**config.mk**
```make
export PLATFORM = sky130hd
export DESIGN_NAME = hwt_golden_monitor
export DESIGN_NICKNAME = d
export VERILOG_FILES = /design/src/rtl/hwt_golden_monitor.sv
export SDC_FILE = /design/constraint.sdc
export NUM_CORES = 1
export LEC_CHECK = 0
export CELL_PAD_IN_SITES_DETAIL_PLACEMENT = 1
export CELL_PAD_IN_SITES_GLOBAL_PLACEMENT = 1
export CORE_UTILIZATION = 38
export DETAILED_ROUTE_END_ITERATION = 6
export GPL_ROUTABILITY_DRIVEN = 0
export HOLD_SLACK_MARGIN = 0.05
export PLACE_DENSITY_LB_ADDON = 0.2
export SLEW_MARGIN = 20
export SYNTH_ARGS = -nofsm -noshare
export SYNTH_HDL_FRONTEND = slang
export SYNTH_SLANG_ARGS = --single-unit
```
**constraint.sdc**
```tcl
create_clock -name clk -period 1.7 [get_ports clk]
set_input_delay 0.34 -clock clk [delete_from_list [all_inputs] [get_ports clk]]
set_output_delay 0.34 -clock clk [all_outputs]
set_load 0.1 [all_outputs]
```
**src/rtl/hwt_golden_monitor.sv**
```systemverilog
// hwt_golden_monitor
//   Run-time monitor for a 4-input logic block. Each enabled cycle it captures
//   the block's inputs (a..d) and its observed output (y_obs). Two cycles later
//   it compares the observed output against the golden function
//   d & ((a & b) | c). Mismatches are counted. When THRESH mismatches have
//   been seen while monitoring, a sticky alarm is raised.
//
// Parameters
//   THRESH   mismatch count that raises the alarm (1 .. 2**CNT_W-1)
//   CNT_W    width of the mismatch and sample counters
//
// Ports
//   clk      rising-edge clock
//   rst_n    asynchronous active-low reset
//   en       monitoring enable; a sample is taken only while en=1
//   a..d     stimulus seen by the block under test
//   y_obs    block output observed in the same cycle as a..d
//   clr      synchronous clear of the alarm, the counters, the FSM and the pipeline
//   mismatch one-cycle pulse, raised 2 clocks after a failing sample is captured
//   alarm    sticky trojan-activity alarm
//   err_cnt  saturating mismatch count
//   smp_cnt  saturating valid-sample count
//   state    FSM state: IDLE=00, MONITOR=01, ALERT=10
module hwt_golden_monitor #(
    parameter int unsigned THRESH = 3,
    parameter int unsigned CNT_W  = 8
) (
    input  logic             clk,
    input  logic             rst_n,
    input  logic             en,
    input  logic             a,
    input  logic             b,
    input  logic             c,
    input  logic             d,
    input  logic             y_obs,
    input  logic             clr,
    output logic             mismatch,
    output logic             alarm,
    output logic [CNT_W-1:0] err_cnt,
    output logic [CNT_W-1:0] smp_cnt,
    output logic [1:0]       state
);

    typedef enum logic [1:0] {
        IDLE    = 2'b00,
        MONITOR = 2'b01,
        ALERT   = 2'b10
    } state_t;

    localparam logic [CNT_W-1:0] THRESH_M1 = CNT_W'(THRESH - 1);

    state_t fsm;

    // Stage 1: raw capture
    logic s1_valid;
    logic s1_a, s1_b, s1_c, s1_d, s1_y;

    // Stage 2: golden value next to the observed value
    logic s2_valid;
    logic s2_exp, s2_y;

    assign state = fsm;

    // Data registers carry no control meaning; only the valid bits are
    // flushed by clr.
    always_ff @(posedge clk or negedge rst_n) begin
        if (!rst_n) begin
            s1_a   <= 1'b0;
            s1_b   <= 1'b0;
            s1_c   <= 1'b0;
            s1_d   <= 1'b0;
            s1_y   <= 1'b0;
            s2_exp <= 1'b0;
            s2_y   <= 1'b0;
        end else begin
            s1_a   <= a;
            s1_b   <= b;
            s1_c   <= c;
            s1_d   <= d;
            s1_y   <= y_obs;
            s2_exp <= s1_d & ((s1_a & s1_b) | s1_c);
            s2_y   <= s1_y;
        end
    end

    always_ff @(posedge clk or negedge rst_n) begin
        if (!rst_n) begin
            fsm      <= IDLE;
            s1_valid <= 1'b0;
            s2_valid <= 1'b0;
            mismatch <= 1'b0;
            alarm    <= 1'b0;
            err_cnt  <= '0;
            smp_cnt  <= '0;
        end else if (clr) begin
            // clr takes priority over any pulse arriving in the same cycle
            fsm      <= IDLE;
            s1_valid <= 1'b0;
            s2_valid <= 1'b0;
            mismatch <= 1'b0;
            alarm    <= 1'b0;
            err_cnt  <= '0;
            smp_cnt  <= '0;
        end else begin
            s1_valid <= en && (fsm != ALERT);
            s2_valid <= s1_valid;
            mismatch <= s2_valid && (s2_exp != s2_y);

            if (s2_valid && (smp_cnt != '1))
                smp_cnt <= smp_cnt + CNT_W'(1);

            // Counting follows the registered pulse, so the alarm lands one
            // cycle after the pulse that reaches the threshold.
            if (mismatch && (err_cnt != '1))
                err_cnt <= err_cnt + CNT_W'(1);

            case (fsm)
                IDLE: begin
                    if (en)
                        fsm <= MONITOR;
                end
                MONITOR: begin
                    // Threshold is only evaluated while monitoring; pulses
                    // draining during IDLE still count but cannot alarm.
                    if (mismatch && (err_cnt == THRESH_M1)) begin
                        fsm   <= ALERT;
                        alarm <= 1'b1;
                    end else if (!en) begin
                        fsm <= IDLE;
                    end
                end
                ALERT: begin
                    fsm <= ALERT;
                end
                default: begin
                    fsm <= IDLE;
                end
            endcase
        end
    end

endmodule

```
Yosys cells after proc, flatten, opt, wreduce, memory -nomap -nowiden
Index checks and enable logic that the tools add are counted.

word-level totals
  flip-flop bits (word level) = 29
  input bits = 9
  output and inout bits = 20
  word-level logic and storage cells = 55

cells by class
  $add $sub $neg = 2
  eq/ne operators = 9
  multiplexer cells = 15
  bitwise logic cells = 3
  reductions and logical operators = 12

operator list
  cell                                            count
  2-to-1 mux 8 bit                                4
  adder 8 x 1 -> 8 bit (second input constant)    2
  != test 8 bit (second input constant)           2
  == test 8 x 2 -> 1 bit (second input constant)  1
  2-to-1 mux 2 bit                                4
  nonzero test 2 bit                              4
  2-to-1 mux 1 bit                                6
  one-hot mux 2 bit (3 select lines)              1
  logical AND 1 bit                               5
  != test 4 bit (second input constant)           1
  AND reduction 2 bit                             2
  != test 3 bit (second input constant)           1
  bitwise AND 1 bit                               2
  == test 2 x 1 -> 1 bit (second input constant)  1
  == test 2 bit (second input constant)           1
  logical NOT 2 bit                               1
  != test 2 bit (second input constant)           1
  != test 1 bit                                   1
  OR 1 bit                                        1

Logic depth before layout (Yosys ltp)
Gate-level depths: netlist (run 1).

  word-level depth = 5
  gate-level depth with buffers = 5
  mapped depth without buffers = 5

Worst setup path after synthesis (run 1)
No wires, ideal clock.

  path type = register to register
  from = register err_cnt[1]
  to = register err_cnt[6]
  library setup time = 122 ps
  arrival time = 2,095 ps
  data required time = 1,578 ps
  setup slack = -516 ps
  cell stages (with the launch flop) = 5
  path buffers = 0
  clock period less this slack = 2,216 ps
  cells stage by stage = dfrtp_1 > ha_1 > nand3_1 > or4b_1 > o211a_1

on the way
  word-level cells in the longest chain between the ends = 3
  elaborated cells between the ends (all ways) = 6
  classes of those cells = 1 x add/sub; 1 x eq/ne; 2 x mux; 2 x reduce/logical

ends and longest elaborated chain
  item                                                           line      RTL
  start, declared                                                39        output logic [CNT_W-1:0] err_cnt,
  start signal, assigned                                         115       err_cnt <= err_cnt + CNT_W'(1);
  adder 8 x 1 -> 8 bit / != test 8 bit (equally long branches)   115, 114
  2-to-1 mux 8 bit / logical AND 1 bit (equally long branches)   114       if (mismatch && (err_cnt != '1))
  2-to-1 mux 8 bit / nonzero test 2 bit (equally long branches)  -

Several ways; a longest one is shown, not always the timed one. The select of a mux whose other input is x is not followed.
A chain may end at the register's enable or synchronous reset.

Final worst setup path (run 1)
  from = register err_cnt[4]
  to = register alarm

on the way
  word-level cells in the longest chain between the ends = 4

ends and longest elaborated chain
  item                                  line  RTL
  == test 8 x 2 -> 1 bit                125   if (mismatch && (err_cnt == THRESH_M1)) begin
  logical AND 1 bit                     125
  nonzero test 2 bit (no source line)   -
  AND reduction 2 bit (no source line)  -
  end signal, assigned                  92    alarm <= 1'b0;
  end signal, assigned                  101   alarm <= 1'b0;
  end signal, assigned                  127   alarm <= 1'b1;
  end, declared                         38    output logic alarm,

Every way passes these cells.

==> flow_summary.yaml, run 1 <==
detailed_routing:
  routed_wl_um: 3320
  viasPerCell: 5.46
  wl_per_cell_um: 16.5
  vias: 1098
  antenna_left: 0
  drc_errors: 0
  first_pass_iters: 4
  drt_iter0_drc: 35
logic_synthesis:
  synthFlopType: "dfrtp_1"
  ys_warn_count: 0
  yosysUniqueCellTypes: 37
  syn_nets: 131
  synth.ff_latch_count: 29
  netlist_area_mm2: 0.00132
  synth_edf_count: 0
  synth-seq-area-share_pct: 54.8
  synthesis.instances: 119
  avgSynthCellArea_um2: 11.1
  synthArstFlopShare_pct: 100
grt:
  grt_first_pass_wirelength_um: 5480
  globalRouteOverflowTotal: 0
  grt_pass1_vias: 1145
  grt_max_degree: 30
  antenna_found_initial: 0
  grt_usage_pct: 21.2
timing:
  hold_viol: 0
  finalSetupViolations: 0
  fin_hold_ws_ns: 0.356
  slew_viol_final: 0
  grt_setup_unrepaired: "false"
  maxSlewHeadroom_pct: 76.1
  timing.final.crit_period_ns: 1.62
  fmax_mhz: 619
  worst_slew_pin_slew_ns: 0.359
  setup-tns-final_ns: 0
  fin_skew_ns: 0.00834
  period_share_pct: 95.1
pwr:
  power_density_mw_per_mm2: 661
  p_leak_uw: 0.000825
  ir_drop_mv: 0.321
  power_uw: 1320
floorplanning:
  dieArea_mm2: 0.00372
  die_h_um: 61.0
  die_w_um: 61.0
  start_util_pct: 39.7
  coreArea_mm2: 0.00334
  fp-row-count: 21
  ioPinCount: 29
setup_path:
  critPathKind: "reg2reg"
  path_max_fanout: 8
  critPathLaunchType: "flop"
  crit_arrival_ns: 1.89
  end_kind: "flop"
  required_ns: 1.97
clocking:
  cts-htree-levels: 2
  cts-root-buf: "clkbuf_4"
  hold_buffers: 0
  post_cts_resized: 0
  postCtsSetupBuffers: 0
  insertion_delay_ns: 0.34
  cts_buffer_depth: 2
  cts_sinks: 29
  clk_pin_slew_worst_paths_ns: 0.09
  cts_made_buffers: 5
  cts_tree: "yes"
run_status:
  outcome: "complete, no violations"
cells_and_area:
  seqCellArea_um2: 767
  syn_to_final_growth_pct: 50.8
  drive_gt1_share_pct: 35.5
  utilization_pct: 59.8
  multi_input_area_um2: 579
  finalInstanceArea_mm2: 0.00200
  num-fill-cells: 356
  final_nets: 166
  diodes: 0
hold_path:
  hp-class: "reg2reg"
placed_design:
  portBuffers: 28
  dp_hpwl_um: 2480
  placed_area_mm2: 0.00193
flow_run:
  cap_violations: 0
## per-layer routing
metal	routed length [um]	vias to the layer above	global-route usage, %
met3	166	9	6.51
met5	0	-	0
met4	71	0	9.74
li1	-	513	-
met1	1350	547	24.5
met2	1730	29	36.0
## worst max-delay path: stages, from the launching register on
cell and delay [ns]:
dfrtp_4 0.53, or4_4 0.56, nor4_4 0.27, a22o_1 0.19
## placed cells by master (no fill, tap or decap), types with 2 or more instances in the layout
cell / count
a211oi_1: 3
a21oi_1: 9
a31oi_1: 3
a41o_1: 2
and3_1: 3
and4_1: 4
buf_12: 20
buf_4: 3
clkbuf_4: 5
clkbuf_8: 2
clkdlybuf4s50_1: 8
dfrtp_1: 12
dfrtp_2: 9
dfrtp_4: 8
ha_1: 2
inv_1: 5
mux2_2: 4
nand2_1: 5
nand3_1: 7
nand4_1: 2
nor2_1: 8
nor2b_1: 5
nor3_1: 5
o21ai_0: 2
## synthesized netlist by cell type (all sizes together), types with 2 or more instances
library cell | count | area (um^2)
mux2 | 4 | 45.0
a21oi | 9 | 45.0
and3 | 3 | 18.8
clkbuf | 2 | 8.75
and4 | 4 | 35.0
nor2b | 5 | 31.3
a211oi | 3 | 22.5
o21ai | 2 | 10.0
ha | 3 | 37.5
nor3 | 5 | 25.0
nor2 | 8 | 30.0
a31oi | 3 | 18.8
nand2 | 5 | 18.8
nand4 | 2 | 12.5
dfrtp | 29 | 726
nand3 | 7 | 35.0
a41o | 2 | 20.0
inv | 5 | 18.8
## flip-flops by register name (all words and copies together) (netlist names)
register,cells
s1_y,1
s1_valid,1
s1_d,1
s2_exp,1
s1_c,1
s1_b,1
smp_cnt,8
mismatch,1
err_cnt,8
s1_a,1
state,2
s2_valid,1
s2_y,1
alarm,1
## path summary, 6_finish.rpt
kind	cells past startpoint	slack (ns)	endpoint	start
max in group asynchronous	2	1.02	smp_cnt[0]	rst_n
min in group asynchronous	2	0.38	smp_cnt[4]	rst_n
max	3	0.08	alarm	err_cnt[4]
min	0	0.36	s2_y	s1_y
min reg2reg	0	0.36	s2_y	s1_y
max reg2reg	3	0.08	alarm	err_cnt[4]
## metrics by stage
step                      instances  setup slack (ns)
after CTS                       201            0.0605
final                           201            0.0832
after floorplan                 119            0.0101
after global routing            201            0.0376
after detailed placement        193            0.0798
after global placement          193             0.152
## cell type report
type	count	share of cell area [%]
flip-flops and latches	29	38.4
multi-input cells	82	29.0
repair buffers	31	25.2
clock buffers	7	3.26
well taps	46	2.88
inverters	5	0.940
clock inverters	1	0.251
## kinds of logic after synthesis
| family | after synthesis | synth area share, % |
|---|---|---|
| AO/OA/AOI/OAI | 25 | 12.9 |
| AND/OR/NAND/NOR | 48 | 22.3 |
| flip-flops | 29 | 54.8 |
| buffers and inverters | 8 | 2.36 |
| multiplexers | 5 | 4.16 |
| XOR/XNOR | 1 | 0.662 |
| adder cells (fa/ha/maj) | 3 | 2.84 |
## power breakdown
group	switching, uW	leakage (uW)	internal, uW	total [uW]
logic	68.5	0.000428	47.4	116
clock network	246	0.0000413	239	485
registers	12.2	0.000356	705	717
Power figures use the tool's default switching activity.
==> run 2: changes to the inputs <==
==> constraint.sdc (replaced) <==
create_clock -name clk -period 1.7 [get_ports clk]
set_input_delay 0.17 -clock clk [delete_from_list [all_inputs] [get_ports clk]]
set_output_delay 0.17 -clock clk [all_outputs]
set_load 0.1 [all_outputs]
==> run 2 against run 1 <==
  * Non-clock buffer count is the same
  * Critical path type unchanged
  * Clock-buffer cell count unchanged
  * Combinational power about the same
  * Cell area fell by 0.63%
  * Cell count did not move
  * Worst setup slack better by 0.037 ns
==> flow_summary.yaml, run 2 (same netlist as run 1, synthesis figures left out) <==
run_status:
  outcome: "complete, no violations"
placed_design:
  portBuffers: 28
  dp_cells: 193
  dp_hpwl_um: 2350
detailed_routing:
  vias: 1088
  viasPerCell: 5.41
  first_pass_iters: 4
  wl_per_cell_um: 16.2
  drt_iter0_drc: 49
  routed_wl_um: 3260
  antenna_left: 0
  drc_errors: 0
pwr:
  p_clk_share_pct: 37.0
  switching_share_pct: 25.0
  seq_power_share_pct: 54.2
  internal_power_uw: 992
  ir_drop_mv: 0.443
  p_leak_uw: 0.000822
  power_density_mw_per_mm2: 666
  comb_power_share_pct: 8.8
  p_switching_uw: 330
cells_and_area:
  drive_gt1_share_pct: 35.5
  final_nets: 166
  mostFrequentLayoutCell: "buf_12"
  finalNonFillerCells: 201
  final_cell_mix: "buf_12 (19), dfrtp_1 (12), a21oi_1 (9), dfrtp_2 (9)"
  syn_to_final_growth_pct: 49.8
  diodes: 0
clocking:
  cts_tree: "yes"
  cts-root-buf: "clkbuf_4"
  postCtsSetupBuffers: 0
  cts_buffer_depth: 2
  hold_buffers: 0
  post_cts_resized: 0
  cts_made_buffers: 5
  insertion_delay_ns: 0.34
  cts-htree-levels: 2
  clk_pin_slew_worst_paths_ns: 0.10
  cts_sinks: 29
timing:
  hold_viol: 0
  fmax_mhz: 633
  setup-tns-final_ns: 0
  worst_slew_pin_slew_ns: 0.369
  maxSlewHeadroom_pct: 75.4
  grt_setup_unrepaired: "false"
  finalSetupViolations: 0
  timing.final.crit_period_ns: 1.58
  period_share_pct: 92.9
  fin_skew_ns: 0.0115
  slew_viol_final: 0
floorplanning:
  dieArea_mm2: 0.00372
  start_util_pct: 39.7
  coreArea_mm2: 0.00334
  fp-row-count: 21
  die_w_um: 61.0
  die_h_um: 61.0
  ioPinCount: 29
grt:
  grt_usage_pct: 21.2
  antenna_found_initial: 0
  grt_max_degree: 30
  globalRouteOverflowTotal: 0
  grt_pass1_vias: 1154
  grt_first_pass_wirelength_um: 5540
setup_path:
  crit_arrival_ns: 1.85
  end_kind: "flop"
  critPathKind: "reg2reg"
  critPathLaunchType: "flop"
  path_max_fanout: 8
  required_ns: 1.97
flow_run:
  cap_violations: 0
hold_path:
  hp-class: "in2async"
## run 2: final timing paths
check                           startpoint         end  slack [ns]  cells past startpoint
worst max register to register  err_cnt[4]       alarm        0.12                      3
min in group clk                         b        s1_b        0.28                      1
worst max-delay path            err_cnt[4]       alarm        0.12                      3
worst min register to register        s1_y        s2_y        0.36                      0
worst min-delay path                 rst_n  smp_cnt[4]        0.21                      2
max in group asynchronous            rst_n  smp_cnt[0]        1.17                      2
## run 2: power by group through the flow
stage / Combinational [uW] / Sequential [uW] / Clock (uW)
finish: 116 / 717 / 489
global route: 125 / 720 / 539
CTS: 118 / 717 / 509
detailed placement: 118 / 732 / 0
global placement: 113 / 730 / 0
floorplan: 25.7 / 756 / 0
## run 2: layout make-up
class	count	area [um^2]
multi-input cells	82	579
flip-flops and latches	29	767
clock inverters	1	5.00
repair buffers	31	490
inverters	5	18.8
fillers	363	1350
well taps	46	57.6
clock buffers	7	65.1
## run 2: per-layer routing
| layer | GRT usage (%) | wire length, um | part of all wire [%] |
|---|---|---|---|
| met5 | 0 | 0 | 0 |
| met4 | 6.82 | 46 | 1.4 |
| met3 | 6.93 | 131 | 4.0 |
| met2 | 37.6 | 1660 | 51 |
| met1 | 24.1 | 1420 | 44 |
## run 2: metrics by stage
| stage | worst slack, ns | cell area (um^2) | total power (uW) | hold WS [ns] | util, % |
|---|---|---|---|---|---|
| after global routing | 0.0637 | 1980 | 1380 | 0.221 | 59.4 |
| after global placement | 0.153 | 1910 | 844 | 0.335 | 57.3 |
| after CTS | 0.110 | 1980 | 1340 | 0.210 | 59.4 |
| after floorplan | 0.0101 | 1380 | 782 | -0.126 | - |
| final | 0.121 | 1980 | 1320 | 0.210 | 59.4 |
| after detailed placement | 0.133 | 1910 | 849 | 0.338 | 57.3 |
## run 2: worst max-delay path: stages, from the launching register on
cell	delay, ns
dfrtp_4	0.53
or4_4	0.56
nor4_4	0.26
a22o_1	0.16
==> run 3: changes to the inputs <==
--- a/config.mk
+++ b/config.mk
@@ -12,6 +12,7 @@
 export GPL_ROUTABILITY_DRIVEN = 0
 export HOLD_SLACK_MARGIN = 0.05
 export PLACE_DENSITY_LB_ADDON = 0.2
+export RECOVER_POWER = 100
 export SLEW_MARGIN = 20
 export SYNTH_ARGS = -nofsm -noshare
 export SYNTH_HDL_FRONTEND = slang
==> run 3 against run 2 <==
  * Worst hold slack gained 0.15 ns
  * Register-to-register slack hardly changed
  * Critical path depth grew 1
  * Via count rose by 0.46%
  * Global-route usage unchanged
  * Routed wire length is 0.86% higher
  * Critical endpoint is now err_cnt[6]
  * Fmax fell by 0.36%
  * Sequential power hardly changed
  * Highest routed layer unchanged
  * Clock-buffer cell count is the same
  * Total power fell by 1.6%
  * Critical path type unchanged
==> flow_summary.yaml, run 3 (same netlist as run 1, synthesis figures left out) <==
run_status:
  outcome: "complete, no violations"
detailed_routing:
  vias: 1093
  wl_per_cell_um: 16.4
  viasPerCell: 5.44
  routed_wl_um: 3290
  first_pass_iters: 4
  drc_errors: 0
  drt_iter0_drc: 50
  antenna_left: 0
cells_and_area:
  syn_to_final_growth_pct: 36.2
  finalInstanceArea_mm2: 0.00180
  drive_gt1_share_pct: 29.0
  multi_input_area_um2: 569
  num-fill-cells: 379
  final_nets: 166
  diodes: 0
  final_cell_mix: "dfrtp_1 (21), clkbuf_2 (12), a21oi_1 (9), buf_12 (9)"
  mostFrequentLayoutCell: "dfrtp_1"
  seqCellArea_um2: 756
  utilization_pct: 54.0
clocking:
  post_cts_resized: 0
  cts-htree-levels: 2
  postCtsSetupBuffers: 0
  hold_buffers: 0
  cts_tree: "yes"
  clk_pin_slew_worst_paths_ns: 0.09
  cts-root-buf: "clkbuf_4"
  cts_buffer_depth: 2
  cts_sinks: 29
  insertion_delay_ns: 0.34
  cts_made_buffers: 5
floorplanning:
  dieArea_mm2: 0.00372
  die_w_um: 61.0
  fp-row-count: 21
  coreArea_mm2: 0.00334
  start_util_pct: 39.7
  die_h_um: 61.0
  ioPinCount: 29
timing:
  maxSlewHeadroom_pct: 52.2
  worst_slew_pin_slew_ns: 0.717
  fin_hold_ws_ns: 0.356
  fin_skew_ns: 0.0116
  hold_viol: 0
  period_share_pct: 93.2
  finalSetupViolations: 0
  timing.final.crit_period_ns: 1.59
  fmax_mhz: 631
  grt_setup_unrepaired: "false"
  setup-tns-final_ns: 0
  slew_viol_final: 0
grt:
  grt_max_degree: 30
  globalRouteOverflowTotal: 0
  grt_first_pass_wirelength_um: 5540
  grt_pass1_vias: 1154
  antenna_found_initial: 0
  grt_usage_pct: 21.2
pwr:
  p_leak_uw: 0.000798
  power_density_mw_per_mm2: 722
  ir_drop_mv: 0.439
  power_uw: 1300
setup_path:
  path_max_fanout: 6
  reg2reg_from: "err_cnt[0]"
  crit_buf_inv: 0
  required_ns: 1.93
  reg2reg_to: "err_cnt[6]"
  critPathTopFamily: "simple AND/OR/NAND/NOR gates"
  crit_arrival_ns: 1.81
  critPathLaunch: "err_cnt[0]"
  regToRegSetupSlack_ns: 0.11
  critPathKind: "reg2reg"
  slowest_delay_ns: 0.52
  critPathCapture: "err_cnt[6]"
  crit_chain: "ha_2 -> nand3_1 -> or4b_1 -> o211a_1"
  cp.depth: 4
  critPathLaunchType: "flop"
  reg2reg_depth: 4
  slowest_stage: "or4b_1"
  end_kind: "flop"
placed_design:
  placed_area_mm2: 0.00191
  dp_hpwl_um: 2350
  portBuffers: 28
hold_path:
  hp-class: "reg2reg"
flow_run:
  cap_violations: 0
==> run 3: worst min path at each step <==
stage	startpoint	depth (start not counted)	endpoint	slack (ns)
final	s1_y	0	s2_y	0.36
after global routing	s1_y	0	s2_y	0.37
after CTS	rst_n	2	smp_cnt[4]	0.21
after detailed placement	s1_y	0	s2_y	0.34
after global placement	s1_y	0	s2_y	0.33
after floorplan	rst_n	0	alarm	-0.13
==> run 3: cell type report <==
class	instances	area share, %
Multi-Input combinational cell	82	31.6
Clock inverter	1	0.278
Sequential cell	29	41.9
Inverter	5	1.04
Clock buffer	7	3.61
Timing Repair Buffer	31	18.4
Tap cell	46	3.19
==> run 3: worst register-to-register path, stage by stage (launching register included) <==
cell	delay, ns
dfrtp_4	0.45
ha_2	0.24
nand3_1	0.14
or4b_1	0.52
o211a_1	0.14
==> run 3: through the flow <==
| stage | instances | setup slack (ns) |
|---|---|---|
| 6_report | 201 | 0.115 |
| 5_1_grt | 201 | 0.0460 |
| 4_1_cts | 201 | 0.110 |
| 3_5_place_dp | 193 | 0.133 |
| 3_3_place_gp | 193 | 0.153 |
| 2_1_floorplan | 119 | 0.0101 |
==> run 3: power by group <==
group	total (uW)	switching, uW	leakage (uW)	internal [uW]
clock network	487	247	0.0000413	239
registers	715	9.73	0.000371	705
logic	99.7	68.5	0.000386	31.1
total	1300	326	0.000798	976
==> run 3: metal layers <==
layer,share of wire (%),vias up,wire length [um],track usage (%)
li1,-,513,-,-
met1,44,547,1460,24.1
met2,50,27,1650,37.6
met3,4.1,6,136,6.93
met4,1.4,0,46,6.82
met5,0,-,0,0
